<file path="src/rtl/ahb_pkg.sv">
// Shared AHB definitions: field widths, HTRANS and HRESP encodings.
package ahb_pkg;

    localparam int unsigned AHB_TRANS_BITS = 2;
    localparam int unsigned AHB_SIZE_BITS  = 3;

    localparam logic [AHB_TRANS_BITS-1:0] HTRANS_IDLE   = 2'b00;
    localparam logic [AHB_TRANS_BITS-1:0] HTRANS_BUSY   = 2'b01;
    localparam logic [AHB_TRANS_BITS-1:0] HTRANS_NONSEQ = 2'b10;
    localparam logic [AHB_TRANS_BITS-1:0] HTRANS_SEQ    = 2'b11;

    localparam logic [1:0] HRESP_OKAY  = 2'b00;
    localparam logic [1:0] HRESP_ERROR = 2'b01;
    localparam logic [1:0] HRESP_RETRY = 2'b10;
    localparam logic [1:0] HRESP_SPLIT = 2'b11;

endpackage

</file>
<file path="src/rtl/rr_picker.sv">
// Combinational round-robin picker: first set request scanning upward from start_i, wrapping.
module rr_picker #(
    parameter int unsigned N = 2
) (
    input  logic [N-1:0]         req_i,
    input  logic [$clog2(N)-1:0] start_i,
    output logic                 valid_c_o,
    output logic [$clog2(N)-1:0] winner_c_o
);

    localparam int unsigned IW = $clog2(N);

    function automatic logic [IW-1:0] wrap_idx(input int unsigned s, input int unsigned off);
        int unsigned v;
        v = s + off;
        if (v >= N) v = v - N;
        return IW'(v);
    endfunction

    always_comb begin
        valid_c_o  = 1'b0;
        winner_c_o = '0;
        for (int unsigned i = 0; i < N; i++) begin
            if (!valid_c_o && req_i[wrap_idx(32'(start_i), i)]) begin
                valid_c_o  = 1'b1;
                winner_c_o = wrap_idx(32'(start_i), i);
            end
        end
    end

endmodule

</file>
<file path="src/rtl/ahb_bus_arbiter.sv">
// AHB bus arbiter: round-robin grant with lock support and a beat budget that forces hand-over.
module ahb_bus_arbiter
    import ahb_pkg::*;
#(
    parameter int unsigned NUM_MASTERS    = 2,
    parameter int unsigned DEFAULT_MASTER = 0,
    parameter int unsigned MAX_BURST      = 16
) (
    input  logic                           clk,
    input  logic                           rst,
    input  logic [NUM_MASTERS-1:0]         HReq,
    input  logic [NUM_MASTERS-1:0]         HLock,
    input  logic [AHB_TRANS_BITS-1:0]      HTrans,
    input  logic                           HReady,
    output logic [NUM_MASTERS-1:0]         HGrant,
    output logic [$clog2(NUM_MASTERS)-1:0] HMaster,
    output logic [$clog2(NUM_MASTERS)-1:0] HMasterData,
    output logic                           HMastLock
);

    localparam int unsigned IW = $clog2(NUM_MASTERS);
    localparam int unsigned CW = $clog2(MAX_BURST + 1);

    logic [NUM_MASTERS-1:0] grant_q, grant_d;
    logic [IW-1:0]          gidx_q, gidx_d;
    logic [IW-1:0]          master_q, master_d;
    logic [IW-1:0]          master_data_q, master_data_d;
    logic                   mast_lock_q, mast_lock_d;
    logic [CW-1:0]          beat_q, beat_d;

    logic [IW-1:0] pick_start_c;
    logic          pick_valid_c;
    logic [IW-1:0] pick_winner_c;
    logic [IW-1:0] next_idx_c;
    logic          others_req_c;
    logic          counted_beat_c;

    assign pick_start_c = (gidx_q == IW'(NUM_MASTERS - 1)) ? '0 : gidx_q + IW'(1);

    rr_picker #(
        .N (NUM_MASTERS)
    ) u_rr_picker (
        .req_i      (HReq),
        .start_i    (pick_start_c),
        .valid_c_o  (pick_valid_c),
        .winner_c_o (pick_winner_c)
    );

    assign others_req_c   = |(HReq & ~(NUM_MASTERS'(1) << gidx_q));
    assign counted_beat_c = (HTrans == HTRANS_NONSEQ) || (HTrans == HTRANS_SEQ);

    // Grant priority: locked owner, owner within budget (or uncontended), round-robin, park.
    always_comb begin
        next_idx_c = IW'(DEFAULT_MASTER);
        if (HLock[gidx_q] && HReq[gidx_q]) begin
            next_idx_c = gidx_q;
        end else if (HReq[gidx_q] && ((beat_q < CW'(MAX_BURST)) || !others_req_c)) begin
            next_idx_c = gidx_q;
        end else if (pick_valid_c) begin
            next_idx_c = pick_winner_c;
        end
    end

    // Next state: everything advances only on HReady.
    always_comb begin
        grant_d       = grant_q;
        gidx_d        = gidx_q;
        master_d      = master_q;
        master_data_d = master_data_q;
        mast_lock_d   = mast_lock_q;
        beat_d        = beat_q;
        if (HReady) begin
            master_data_d = master_q;
            master_d      = gidx_q;
            mast_lock_d   = HLock[gidx_q];
            gidx_d        = next_idx_c;
            grant_d       = NUM_MASTERS'(1) << next_idx_c;
            if (next_idx_c != gidx_q) begin
                beat_d = '0;
            end else if (counted_beat_c && (beat_q < CW'(MAX_BURST))) begin
                beat_d = beat_q + CW'(1);
            end
        end
    end

    always_ff @(posedge clk) begin
        if (rst) begin
            grant_q       <= NUM_MASTERS'(1) << IW'(DEFAULT_MASTER);
            gidx_q        <= IW'(DEFAULT_MASTER);
            master_q      <= IW'(DEFAULT_MASTER);
            master_data_q <= IW'(DEFAULT_MASTER);
            mast_lock_q   <= 1'b0;
            beat_q        <= '0;
        end else begin
            grant_q       <= grant_d;
            gidx_q        <= gidx_d;
            master_q      <= master_d;
            master_data_q <= master_data_d;
            mast_lock_q   <= mast_lock_d;
            beat_q        <= beat_d;
        end
    end

    assign HGrant      = grant_q;
    assign HMaster     = master_q;
    assign HMasterData = master_data_q;
    assign HMastLock   = mast_lock_q;

endmodule

</file>
<file path="config.mk">
export PLATFORM = sky130hd
export DESIGN_NAME = ahb_bus_arbiter
export DESIGN_NICKNAME = d
export VERILOG_FILES = /design/src/rtl/ahb_pkg.sv /design/src/rtl/rr_picker.sv /design/src/rtl/ahb_bus_arbiter.sv
export SDC_FILE = /design/constraint.sdc
export NUM_CORES = 1
export LEC_CHECK = 0
export ABC_CLOCK_PERIOD_IN_PS = 4000
export BUFFER_PORTS_ARGS = -buffer_cell sky130_fd_sc_hd__buf_2
export CAP_MARGIN = 20
export CORE_MARGIN = 4
export CORE_UTILIZATION = 36
export DETAILED_ROUTE_END_ITERATION = 8
export GPL_TIMING_DRIVEN = 0
export SKIP_LAST_GASP = 1
export SYNTH_ARGS = -nofsm -noshare
export SYNTH_HDL_FRONTEND = slang
export SYNTH_SLANG_ARGS = --single-unit
</file>
<file path="constraint.sdc">
create_clock -name clk -period 4 [get_ports clk]
set_clock_uncertainty 0.05 [all_clocks]
set_input_delay 1.2 -clock clk [delete_from_list [all_inputs] [get_ports clk]]
set_output_delay 1.2 -clock clk [all_outputs]
set_load 0.01 [all_outputs]
</file>
Word level (Yosys, flattened, before mapping)

Index checks and enable logic that the tools add are counted.
Widths: inputs -> output; s select.

Logic and storage cells: 55
Register bits: 11
Bits of input ports: 9

Multiplexer cells: 20
Reductions and logical operators: 11
Equality and inequality tests: 3
Bitwise operators: 2
Order comparisons: 6
$add $sub $neg: 5
Shifts and indexed selects: 2

Operators by type and width:

| cell                | count |
|---|---|
| $mux 1              | 18 |
| $mux 5              | 2 |
| $lt 1x2->1 const B  | 3 |
| $add 5x1->5 const B | 1 |
| $lt 5x5->1 const B  | 1 |
| $eq 2x2->1 const B  | 2 |
| $logic_and 1x1->1   | 4 |
| $shl 1x1->2 const A | 2 |
| $add 1x1->2 const B | 1 |
| $and 2x2->2         | 1 |
| $ge 1x2->1 const B  | 1 |
| $ge 2x2->1 const B  | 1 |
| $logic_not 1->1     | 2 |
| $logic_or 1x1->1    | 2 |
| $not 2->2           | 1 |
| $reduce_and 2->1    | 1 |
| $reduce_bool 2->1   | 1 |
| $reduce_or 2->1     | 1 |
| $sub 1x1->1 const B | 2 |
| $add 1x1->1 const B | 1 |
| $ne 1x1->1          | 1 |

Longest topological paths before layout

Gate-level depths: netlist of run 1.

Depth after elaboration: 16
Depth in mapped cells: 5

By module

A second synthesis of run 1 with hierarchy kept.

Cells, all modules: 61
Area, all modules: 576.8 um2

Modules (own cells, without submodules):

| module          | area each (um2) | cells each | instances |
|---|---|---|---|
| ahb_bus_arbiter | 559.3           | 58         | 1 |
| rr_picker       | 17.5            | 3          | 1 |

Worst setup path before layout of run 1

No wires, ideal clock.

Path kind: input port to flip-flop
From: in HLock[0]
To: reg beat_q[1]
Setup slack: 1.856 ns
Cell stages on the path: 4
Buffers on the path: 0
Arrival: 1.966 ns
Cell sequence: nand2b_2 a211o_4 a31oi_4 o32ai_1

Word-level cells in the longest chain between the ends: 7
Elaborated cells between the ends (all ways): 8
Classes of those cells: 1 x eq/ne; 4 x mux; 3 x reduce/logical

RTL lines:

| what                                        | RTL line               | source |
|---|---|---|
| start: declaration                          | ahb_bus_arbiter.sv:12  | `input logic [NUM_MASTERS-1:0] HLock,` |
| $mux 1 (implied by the code) * (2 in a row) | ahb_bus_arbiter.sv:55  | `if (HLock[gidx_q] && HReq[gidx_q]) begin` |
| $logic_and 1x1->1 *                         | ahb_bus_arbiter.sv:55  |  |
| $mux 1 *                                    | ahb_bus_arbiter.sv:55  |  |
| $ne 1x1->1 *                                | ahb_bus_arbiter.sv:78  | `if (next_idx_c != gidx_q) begin` |
| $reduce_bool 2->1 (no line)                 | -                      |  |
| $reduce_and 2->1 (no line)                  | -                      |  |
| end signal: assignment                      | ahb_bus_arbiter.sv:100 | `beat_q <= beat_d;` |
| end: declaration                            | ahb_bus_arbiter.sv:29  | `logic [CW-1:0] beat_q, beat_d;` |

Every way passes the cells marked *; elsewhere a longest branch is shown, timed or not. The select of a mux whose other input is x is not followed.
A chain may end at the register's enable or synchronous reset.

Worst setup path in the final report of run 1

From: reg grant_q[1] (netlist: HGrant[1])
To: out HGrant[1]

RTL lines:

| what                     | RTL line              | source |
|---|---|---|
| start: declaration       | ahb_bus_arbiter.sv:24 | `logic [NUM_MASTERS-1:0] grant_q, grant_d;` |
| start signal: assignment | ahb_bus_arbiter.sv:88 | `grant_q <= NUM_MASTERS'(1) << IW'(DEFAULT_MASTER);` |
| start signal: assignment | ahb_bus_arbiter.sv:95 | `grant_q <= grant_d;` |
| end: declaration         | ahb_bus_arbiter.sv:15 | `output logic [NUM_MASTERS-1:0] HGrant,` |

No word-level cell between the ends.

==> results.toml, run 1 <==
[cells_and_area]
area_delta_synth_final_pct = 20.1
fill_cells = 165
multi_input_area_um2 = 348
drive_above_1_share = 0.329
n_antenna_cell = 0
fin_nets = 93
regArea_um2 = 200

[floorplan]
die_y_um = 48.1
die_area_mm2 = 0.00232
start_util = 0.385
die_w_um = 48.1
row_count = 14
core_area_mm2 = 0.00151
ios = 14

[clocking]
postCtsHoldBufs = 0
cts_tree = "built"
cts.path.max_buffers = 2
ctsRootBufferMaster = "clkbuf_4"
clk_pin_slew_ns = 0.08
clock_sinks = 10
cts_made_buffers = 3
cts_max_level = 1
cts_resized = 0
clk_latency_ns = 0.27
cts_setup_buffers = 0

[timing]
setup_viol = 0
fmax_ghz = 0.435
final-max-slew-violation-count = 0
max_slew_margin = 0.737
tightestPinTransition_ns = 0.395
fin_setup_tns_ns = 0
holdWs_ns = 0.428
rsz0062_at_grt = "false"
finalHoldViolCount = 0
fin_crit_ns = 2.30
fin_crit_sh = 0.575

[critical_path]
required_ns = 2.75
cp_max_fo = 9
rr_worst_depth = 4
critPathLaunchType = "flop"
arrival_ns = 1.05
crit_type = "flop to primary output"
setup.worst_path.end_class = "primary output"

[yosys]
yosys.area.top_type = "dfxtp_1"
synthArstFlopShare = 0
synth_cells = 66
synth_top_area_share = 0.346
syn_area_per_cell_um2 = 8.78
synth_sequential_area_ratio = 0.346
synth_ff_type = "dfxtp_1"
synth_edf_count = 0
ys_ff_latch = 10
syn_nets = 76
yosys_warnings = 0
ys_types = 35
synthTopCellsByArea = "dfxtp_1, nand2_1, a31oi_4"
synth_area_um2 = 579

[drt]
first_pass_iters = 2
via_count = 529
final_antenna_net_count = 0
wirelength_mm = 1.19
via_per_inst = 5.40
drc = 0
post_drt_wl_per_cell_um = 12.1
drt_iter0_drc = 2

[global_route]
grt_overflow = 0
grt_use_total = 0.125
antenna_found_initial = 0
grt_pass1_wl_mm = 1.95
grt_max_degree = 11
first_global_vias = 468

[placed_design]
dpl.hpwl_um = 899
portBuffers = 12
gp_congestion = 0.744

[min_path]
holdPathStages = 2
hold_class = "flop to flop"

[pwr]
vdd_drop_max_uv = 153
p_per_area_mw_per_mm2 = 332
p_leak_nw = 0.284
p_total_mw = 0.231

[status]
status = "complete, no violations"

[run]
maxCapViolations = 0
## logic make-up (layout without fill, tap and decap cells)
| kind of cell | count (synthesis) | after routing | share of synthesized area |
|---|---|---|---|
| AOI/OAI and AO/OA | 17 | 17 | 0.257 |
| adders and majority gates | 1 | 1 | 0.0216 |
| buffers and inverters | 7 | 23 | 0.0540 |
| DFF | 10 | 10 | 0.346 |
| muxes | 2 | 2 | 0.0346 |
| and+or+nand+nor | 29 | 29 | 0.287 |
## flip-flops by register name, summed over array words and instances (netlist names)
register     cells
HMaster          1
HMasterData      1
beat_q           5
HGrant           2
HMastLock        1
## final timing paths
kind / start / to / slack (ns)
worst min-delay path: HMaster / HMaster / 0.43
worst max register to register: beat_q[4] / beat_q[1] / 2.68
worst min register to register: HMaster / HMaster / 0.43
worst max-delay path: HGrant[1] / HGrant[1] / 1.70
## layout make-up
| cell class | count | share of cell area |
|---|---|---|
| buffer | 3 | 0.0234 |
| clock buffer | 4 | 0.0522 |
| inverter | 4 | 0.0216 |
| multi-input combinational | 49 | 0.500 |
| sequential | 10 | 0.288 |
| tap | 16 | 0.0288 |
| timing repair buffer | 12 | 0.0863 |
## cells in the mapped netlist (2+ instances only)
| master | n |
|---|---|
| o21ai_0 | 2 |
| inv_1 | 4 |
| nand2b_1 | 3 |
| nand2_1 | 7 |
| nor2b_1 | 2 |
| dfxtp_1 | 10 |
| a21oi_1 | 2 |
| mux2i_1 | 2 |
| nor2_1 | 4 |
| o22ai_1 | 2 |
| nand3_1 | 4 |
## critical path: stages (launching register included)
cell     delay (ns)
dfxtp_1        0.50
buf_4          0.16
buf_2          0.11
## report_power, final
| group | total (mW) | switching [mW] | internal (mW) |
|---|---|---|---|
| registers | 0.105 | 0.00255 | 0.102 |
| logic | 0.0295 | 0.0155 | 0.0141 |
| clock network | 0.0967 | 0.0414 | 0.0554 |
## stage by stage
stage	cell area [µm²]	cells	setup slack [ns]	util
2_1_floorplan	579	66	1.86	-
3_3_place_gp	659	94	1.70	0.438
3_5_place_dp	659	94	1.69	0.438
4_1_cts	696	98	1.69	0.462
5_1_grt	696	98	1.64	0.462
6_report	696	98	1.70	0.462
## layout by cell type (no fill, tap or decap)
cell / count
a211o_2: 1
a211o_4: 1
a211oi_1: 1
a21bo_2: 1
a21oi_1: 2
a221oi_1: 1
a31oi_1: 1
a31oi_4: 1
and3_1: 1
and3b_2: 1
buf_2: 13
buf_4: 1
clkbuf_1: 1
clkbuf_4: 3
clkbuf_8: 1
dfxtp_1: 10
ha_1: 1
inv_1: 4
mux2i_1: 2
nand2_1: 7
nand2b_1: 3
nand2b_2: 1
nand2b_4: 1
nand3_1: 4
nand3b_1: 1
nand4b_1: 1
nor2_1: 4
nor2b_1: 2
nor4_1: 1
o21ai_0: 2
o21ba_2: 1
o21bai_1: 1
o221ai_1: 1
o22ai_1: 2
o32ai_1: 1
or2_0: 1
or2_2: 1
## layer usage
metal,part of all wire,wire [µm],track usage,vias to the layer above
li1,-,-,-,273
met1,0.49,582,0.151,239
met2,0.42,500,0.187,12
met3,0.053,63,0.0332,5
met4,0.032,38,0.0968,0
met5,0,0,0,-
Note: power is estimated with default switching activity, not from simulation.
==> run 2: changes to the inputs <==
--- a/config.mk
+++ b/config.mk
@@ -5,7 +5,8 @@
 export SDC_FILE = /design/constraint.sdc
 export NUM_CORES = 1
 export LEC_CHECK = 0
-export ABC_CLOCK_PERIOD_IN_PS = 4000
+export ABC_AREA = 1
+export ABC_CLOCK_PERIOD_IN_PS = 2360
 export BUFFER_PORTS_ARGS = -buffer_cell sky130_fd_sc_hd__buf_2
 export CAP_MARGIN = 20
 export CORE_MARGIN = 4
==> constraint.sdc (replaced) <==
create_clock -name clk -period 2.36 [get_ports clk]
set_clock_uncertainty 0.05 [all_clocks]
set_input_delay 0.708 -clock clk [delete_from_list [all_inputs] [get_ports clk]]
set_output_delay 0.708 -clock clk [all_outputs]
set_load 0.01 [all_outputs]
==> run 2 against run 1 <==
Global-route usage rose by 0.31 points; sequential share of layout area grew 2.2 points; hold slack worse by 0.0067 ns; design area decreased by 7.0%; area after synthesis down 5.8%; first-iteration DRC count rose to 2.5 times the previous value; register-to-register slack got worse by 1.8 ns; critical path type unchanged.
==> results.toml, run 2 <==
[status]
status = "complete, no violations"

[cells_and_area]
drive_above_1_share = 0.247
fill_cells = 160
final_util = 0.473
largest_register = "beat_q"
final_cell_mix = "buf_2, nand2_1, inv_1"
largest_register_ffs = 5
n_antenna_cell = 0
fin_nets = 105
design_area_um2 = 647
area_delta_synth_final_pct = 18.6
final_cells = 108

[floorplan]
die_w_um = 46.9
ios = 14
core_area_mm2 = 0.00137
row_count = 13
start_util = 0.399
die_area_mm2 = 0.00220
die_y_um = 46.9

[drt]
drc = 0
post_drt_wl_per_cell_um = 10.7
final_antenna_net_count = 0
wirelength_mm = 1.16
via_per_inst = 4.97
drt_iter0_drc = 5
first_pass_iters = 3
via_count = 537

[timing]
fin_crit_ns = 1.77
setup_ws_ns = 0.588
max_slew_margin = 0.747
finalHoldViolCount = 0
fmax_ghz = 0.564
fin_crit_sh = 0.751
rsz0062_at_grt = "false"
final-max-slew-violation-count = 0
setup_viol = 0
holdWs_ns = 0.421
fin_setup_tns_ns = 0
tightestPinTransition_ns = 0.376

[pwr]
clockPowerShare = 0.329
switching_share = 0.266
switching_power_mw = 0.0929
p_int_mw = 0.256
pwr-share-seq = 0.517
vdd_drop_max_uv = 375
combPwrFrac = 0.154
p_leak_nw = 0.325
p_per_area_mw_per_mm2 = 539
p_total_mw = 0.348

[critical_path]
reg2reg_slack_ns = 0.93
required_ns = 1.60
critical_path.startpoint = "HGrant[1]"
r2r_end = "beat_q[1]"
cp_max_fo = 8
worstSetupEndpoint = "HGrant[1]"
rr_worst_depth = 7
critPathLaunchType = "flop"
crit_type = "flop to primary output"
setup.worst_path.end_class = "primary output"
r2r-start = "HGrant[1]"
arrival_ns = 1.01

[clocking]
postCtsHoldBufs = 0
ctsRootBufferMaster = "clkbuf_4"
clock_sinks = 10
cts_max_level = 1
cts.path.max_buffers = 2
cts_resized = 0
cts_setup_buffers = 0
cts_made_buffers = 3
clk_pin_slew_ns = 0.06
clk_latency_ns = 0.26
cts_tree = "built"

[yosys]
yosys_warnings = 0
synthTopCellsByArea = "dfxtp_1, nand2_1, nand3_1"
synth_cells = 78
synth_sequential_area_ratio = 0.367
synth_area_um2 = 546
ys_types = 21
ys_ff_latch = 10
synthTopCellsByCount = "nand2_1, inv_1, dfxtp_1"
synth_ff_type = "dfxtp_1"
syn_nets = 88
synthArstFlopShare = 0
yosys.area.top_type = "dfxtp_1"
synth_top_area_share = 0.367
synth_edf_count = 0
synthMostInstantiatedCell = "nand2_1"
syn_area_per_cell_um2 = 6.99

[placed_design]
gp_congestion = 0.834
dp_cells = 105
placed_cell_area_um2 = 624
portBuffers = 12
post-place-ws_ns = 0.644
dpl.hpwl_um = 915

[global_route]
grtUsageMet1 = 0.152
grt_overflow = 0
antenna_found_initial = 0
grt_pass1_wl_mm = 2.01
grt_max_degree = 11
use_met2 = 0.209
first_global_vias = 508
grt_use_met3 = 0.0268
grt_use_total = 0.128
top_usage_layer = "met2"

[min_path]
holdPathStages = 2
hold_class = "flop to flop"

[run]
maxCapViolations = 0
run 2: cell count changes after synthesis, moves of 4 or more:
cell and delta:
inv_1 +7, nand2_1 +6, a21oi_1 +5, nand3_1 +5
nand4_1 +4
run 2: worst min-delay path by stage:
| stage | slack (ns) | end | start |
|---|---|---|---|
| floorplan | 0.42 | beat_q[4] | beat_q[4] |
| global placement | 0.40 | HGrant[0] | HGrant[0] |
| detailed placement | 0.41 | HGrant[0] | HGrant[0] |
| CTS | 0.43 | HGrant[0] | HGrant[0] |
| global route | 0.47 | HMastLock | HMastLock |
| finish | 0.42 | HGrant[0] | HGrant[0] |
run 2: cells by family (layout without fill, tap and decap cells):
group,count (synthesis),in the layout,share of synthesized area
adder cells (fa/ha/maj),1,1,0.0229
AND/OR/NAND/NOR,39,39,0.351
AO/OA/AOI/OAI,11,11,0.105
XOR/XNOR,3,3,0.0482
flip-flops,10,10,0.367
buffers and inverters,14,29,0.105
run 2: area by class of cell:
class / count / area, µm² / share of cell area
inverters: 12 / 45.0 / 0.0696
repair buffers: 12 / 60.1 / 0.0928
flip-flops and latches: 10 / 200 / 0.309
well taps: 15 / 18.8 / 0.0290
multi-input cells: 54 / 288 / 0.445
clock buffers: 3 / 22.5 / 0.0348
plain buffers: 2 / 12.5 / 0.0193
run 2: worst max-delay path: stages (launching register included):
cell and delay, ns:
dfxtp_1 0.48, buf_4 0.16, buf_2 0.11
run 2: per-layer routing:
metal  up-vias  part of all wire
met2        11              0.44
met4         0             0.019
met3         4             0.062
li1        287                 -
met1       235              0.48
met5         -                 0
run 2: power by group through the flow:
stage               Combinational [mW]  Clock, mW  Sequential [mW]
floorplan                       0.0328          0            0.186
global placement                0.0535          0            0.184
detailed placement              0.0542          0            0.184
CTS                             0.0544      0.117            0.180
global route                    0.0620      0.128            0.181
finish                          0.0536      0.115            0.180
==> run 3: changes to the inputs <==
--- a/config.mk
+++ b/config.mk
@@ -5,8 +5,8 @@
 export SDC_FILE = /design/constraint.sdc
 export NUM_CORES = 1
 export LEC_CHECK = 0
-export ABC_AREA = 1
-export ABC_CLOCK_PERIOD_IN_PS = 2360
+export ABC_AREA = 0
+export ABC_CLOCK_PERIOD_IN_PS = 1650
 export BUFFER_PORTS_ARGS = -buffer_cell sky130_fd_sc_hd__buf_2
 export CAP_MARGIN = 20
 export CORE_MARGIN = 4
==> constraint.sdc (replaced) <==
create_clock -name clk -period 1.65 [get_ports clk]
set_clock_uncertainty 0.05 [all_clocks]
set_input_delay 0.495 -clock clk [delete_from_list [all_inputs] [get_ports clk]]
set_output_delay 0.495 -clock clk [all_outputs]
set_load 0.01 [all_outputs]
==> run 3 against run 2 <==
Non-clock buffer count grew 1; setup slack lost 0.42 ns; first-iteration DRC count shrank 60%; design area grew 7.7%; register-to-register slack lost 0.60 ns; sequential share of layout area shrank 2.0 points; utilization shrank 1.1 points; routed wire length grew 2.2%; final cell count shrank 9.3%; sequential power grew 42%; hold slack gained 0.0067 ns; global-route usage shrank 0.31 points; highest routed layer unchanged.
==> results.toml, run 3 (synthesized netlist as in run 1, its figures left out) <==
[status]
status = "complete, no violations"

[min_path]
hold_class = "flop to flop"

[timing]
setup_viol = 0
fin_crit_sh = 0.897
final-max-slew-violation-count = 0
fin_setup_tns_ns = 0
rsz0062_at_grt = "false"
fin_crit_ns = 1.48
holdWs_ns = 0.428
tightestPinTransition_ns = 0.395
finalHoldViolCount = 0
fmax_ghz = 0.675
max_slew_margin = 0.737

[global_route]
grt_use_total = 0.125
grt_pass1_wl_mm = 1.95
first_global_vias = 468
antenna_found_initial = 0
grt_overflow = 0
grt_max_degree = 11

[floorplan]
die_y_um = 48.1
core_area_mm2 = 0.00151
start_util = 0.385
die_w_um = 48.1
die_area_mm2 = 0.00232
row_count = 14
ios = 14

[cells_and_area]
fin_nets = 93
layout_commonest_cell = "buf_2"
regArea_um2 = 201
final_cell_mix = "buf_2, dfxtp_1, nand2_1"
largest_register_ffs = 5
final_cells = 98
design_area_um2 = 697
area_delta_synth_final_pct = 20.3
largest_register = "beat_q"
n_antenna_cell = 0
drive_above_1_share = 0.341
fill_cells = 165
multi_input_area_um2 = 348

[placed_design]
portBuffers = 12
dpl.hpwl_um = 899
gp_congestion = 0.744
placed_cell_area_um2 = 659
dp_cells = 94

[critical_path]
critPathLaunchType = "flop"
max_stage_delay_ns = 0.42
r2r_end = "beat_q[1]"
setup.worst_path.end_class = "primary output"
crit_chain = "buf_4 > buf_2"
critical_path.startpoint = "HGrant[1]"
r2r-start = "beat_q[4]"
required_ns = 1.10
arrival_ns = 0.94
worstSetupEndpoint = "HGrant[1]"
reg2reg_slack_ns = 0.33
crit_type = "flop to primary output"
rr_worst_depth = 4
cp_slowest_cell = "dfxtp_2"
cp_max_fo = 9

[drt]
via_per_inst = 5.40
drc = 0
wirelength_mm = 1.19
via_count = 529
post_drt_wl_per_cell_um = 12.1
first_pass_iters = 2
drt_iter0_drc = 2
final_antenna_net_count = 0

[run]
maxCapViolations = 0

[pwr]
p_int_mw = 0.417
clockPowerShare = 0.418
p_leak_nw = 0.284
switching_power_mw = 0.144
p_total_mw = 0.561
pwr-share-seq = 0.454
combPwrFrac = 0.128
vdd_drop_max_uv = 370
p_per_area_mw_per_mm2 = 804
switching_share = 0.257

[clocking]
cts_max_level = 1
clock_sinks = 10
cts_tree = "built"
clk_latency_ns = 0.27
cts_made_buffers = 3
clk_pin_slew_ns = 0.08
cts.path.max_buffers = 2
ctsRootBufferMaster = "clkbuf_4"
cts_setup_buffers = 0
==> run 3: cell count changes in the layout (fill, tap and decap cells not counted), moves of 2 or more <==
cell	before	now
a21oi_1	7	2
inv_1	11	4
mux2i_1	0	2
nand2_1	13	7
nand2_2	3	0
nand2b_1	0	3
nand3_1	9	4
nand4_1	4	0
nor2b_1	0	2
o22ai_1	0	2
xor2_1	2	0
==> run 3: power by group through the flow <==
| stage | Clock [mW] | Combinational (mW) | Sequential [mW] |
|---|---|---|---|
| after floorplan | 0 | 0.0446 | 0.261 |
| after global placement | 0 | 0.0710 | 0.260 |
| after detailed placement | 0 | 0.0717 | 0.260 |
| after CTS | 0.240 | 0.0722 | 0.254 |
| after global routing | 0.252 | 0.0801 | 0.255 |
| final | 0.234 | 0.0716 | 0.255 |
==> run 3: critical path: cells and delay by family, from the launching register on <==
kind	cells	cell delay, ns
buf+inv	2	0.24
flops	1	0.42
==> run 3: how the worst min path moves through the flow <==
stage / startpoint / to / cells past startpoint
floorplan: beat_q[1] / beat_q[1] / 2
global placement: HMaster / HMaster / 2
detailed placement: HMasterData / HMasterData / 2
CTS: HMaster / HMaster / 2
global route: HMastLock / HMastLock / 2
finish: HMaster / HMaster / 2
==> run 3: per-stage QoR <==
step | util | setup slack [ns]
floorplan | - | 0.211
global placement | 0.438 | 0.0519
detailed placement | 0.438 | 0.0427
CTS | 0.462 | 0.0469
global route | 0.463 | 0.120
finish | 0.463 | 0.169
==> run 3: layout make-up <==
| class | instances | area share |
|---|---|---|
| inverter | 4 | 0.0215 |
| clock buffer | 4 | 0.0521 |
| multi-input combinational | 49 | 0.499 |
| sequential | 10 | 0.289 |
| timing repair buffer | 12 | 0.0862 |
| buffer | 3 | 0.0233 |
| tap | 16 | 0.0287 |
==> run 3: per-layer routing <==
layer  wire length [µm]  vias to the layer above  global-route usage
met5                  0                        -                   0
met4                 38                        0              0.0968
met3                 63                        5              0.0332
met2                500                       12               0.187
met1                582                      239               0.151
li1                   -                      273                   -
==> run 3: what timing repair did <==
item | CTS | global route
hold buffers | 0 | 0
resized for setup | 0 | 1
endpoints found under the setup margin | 0 | 1
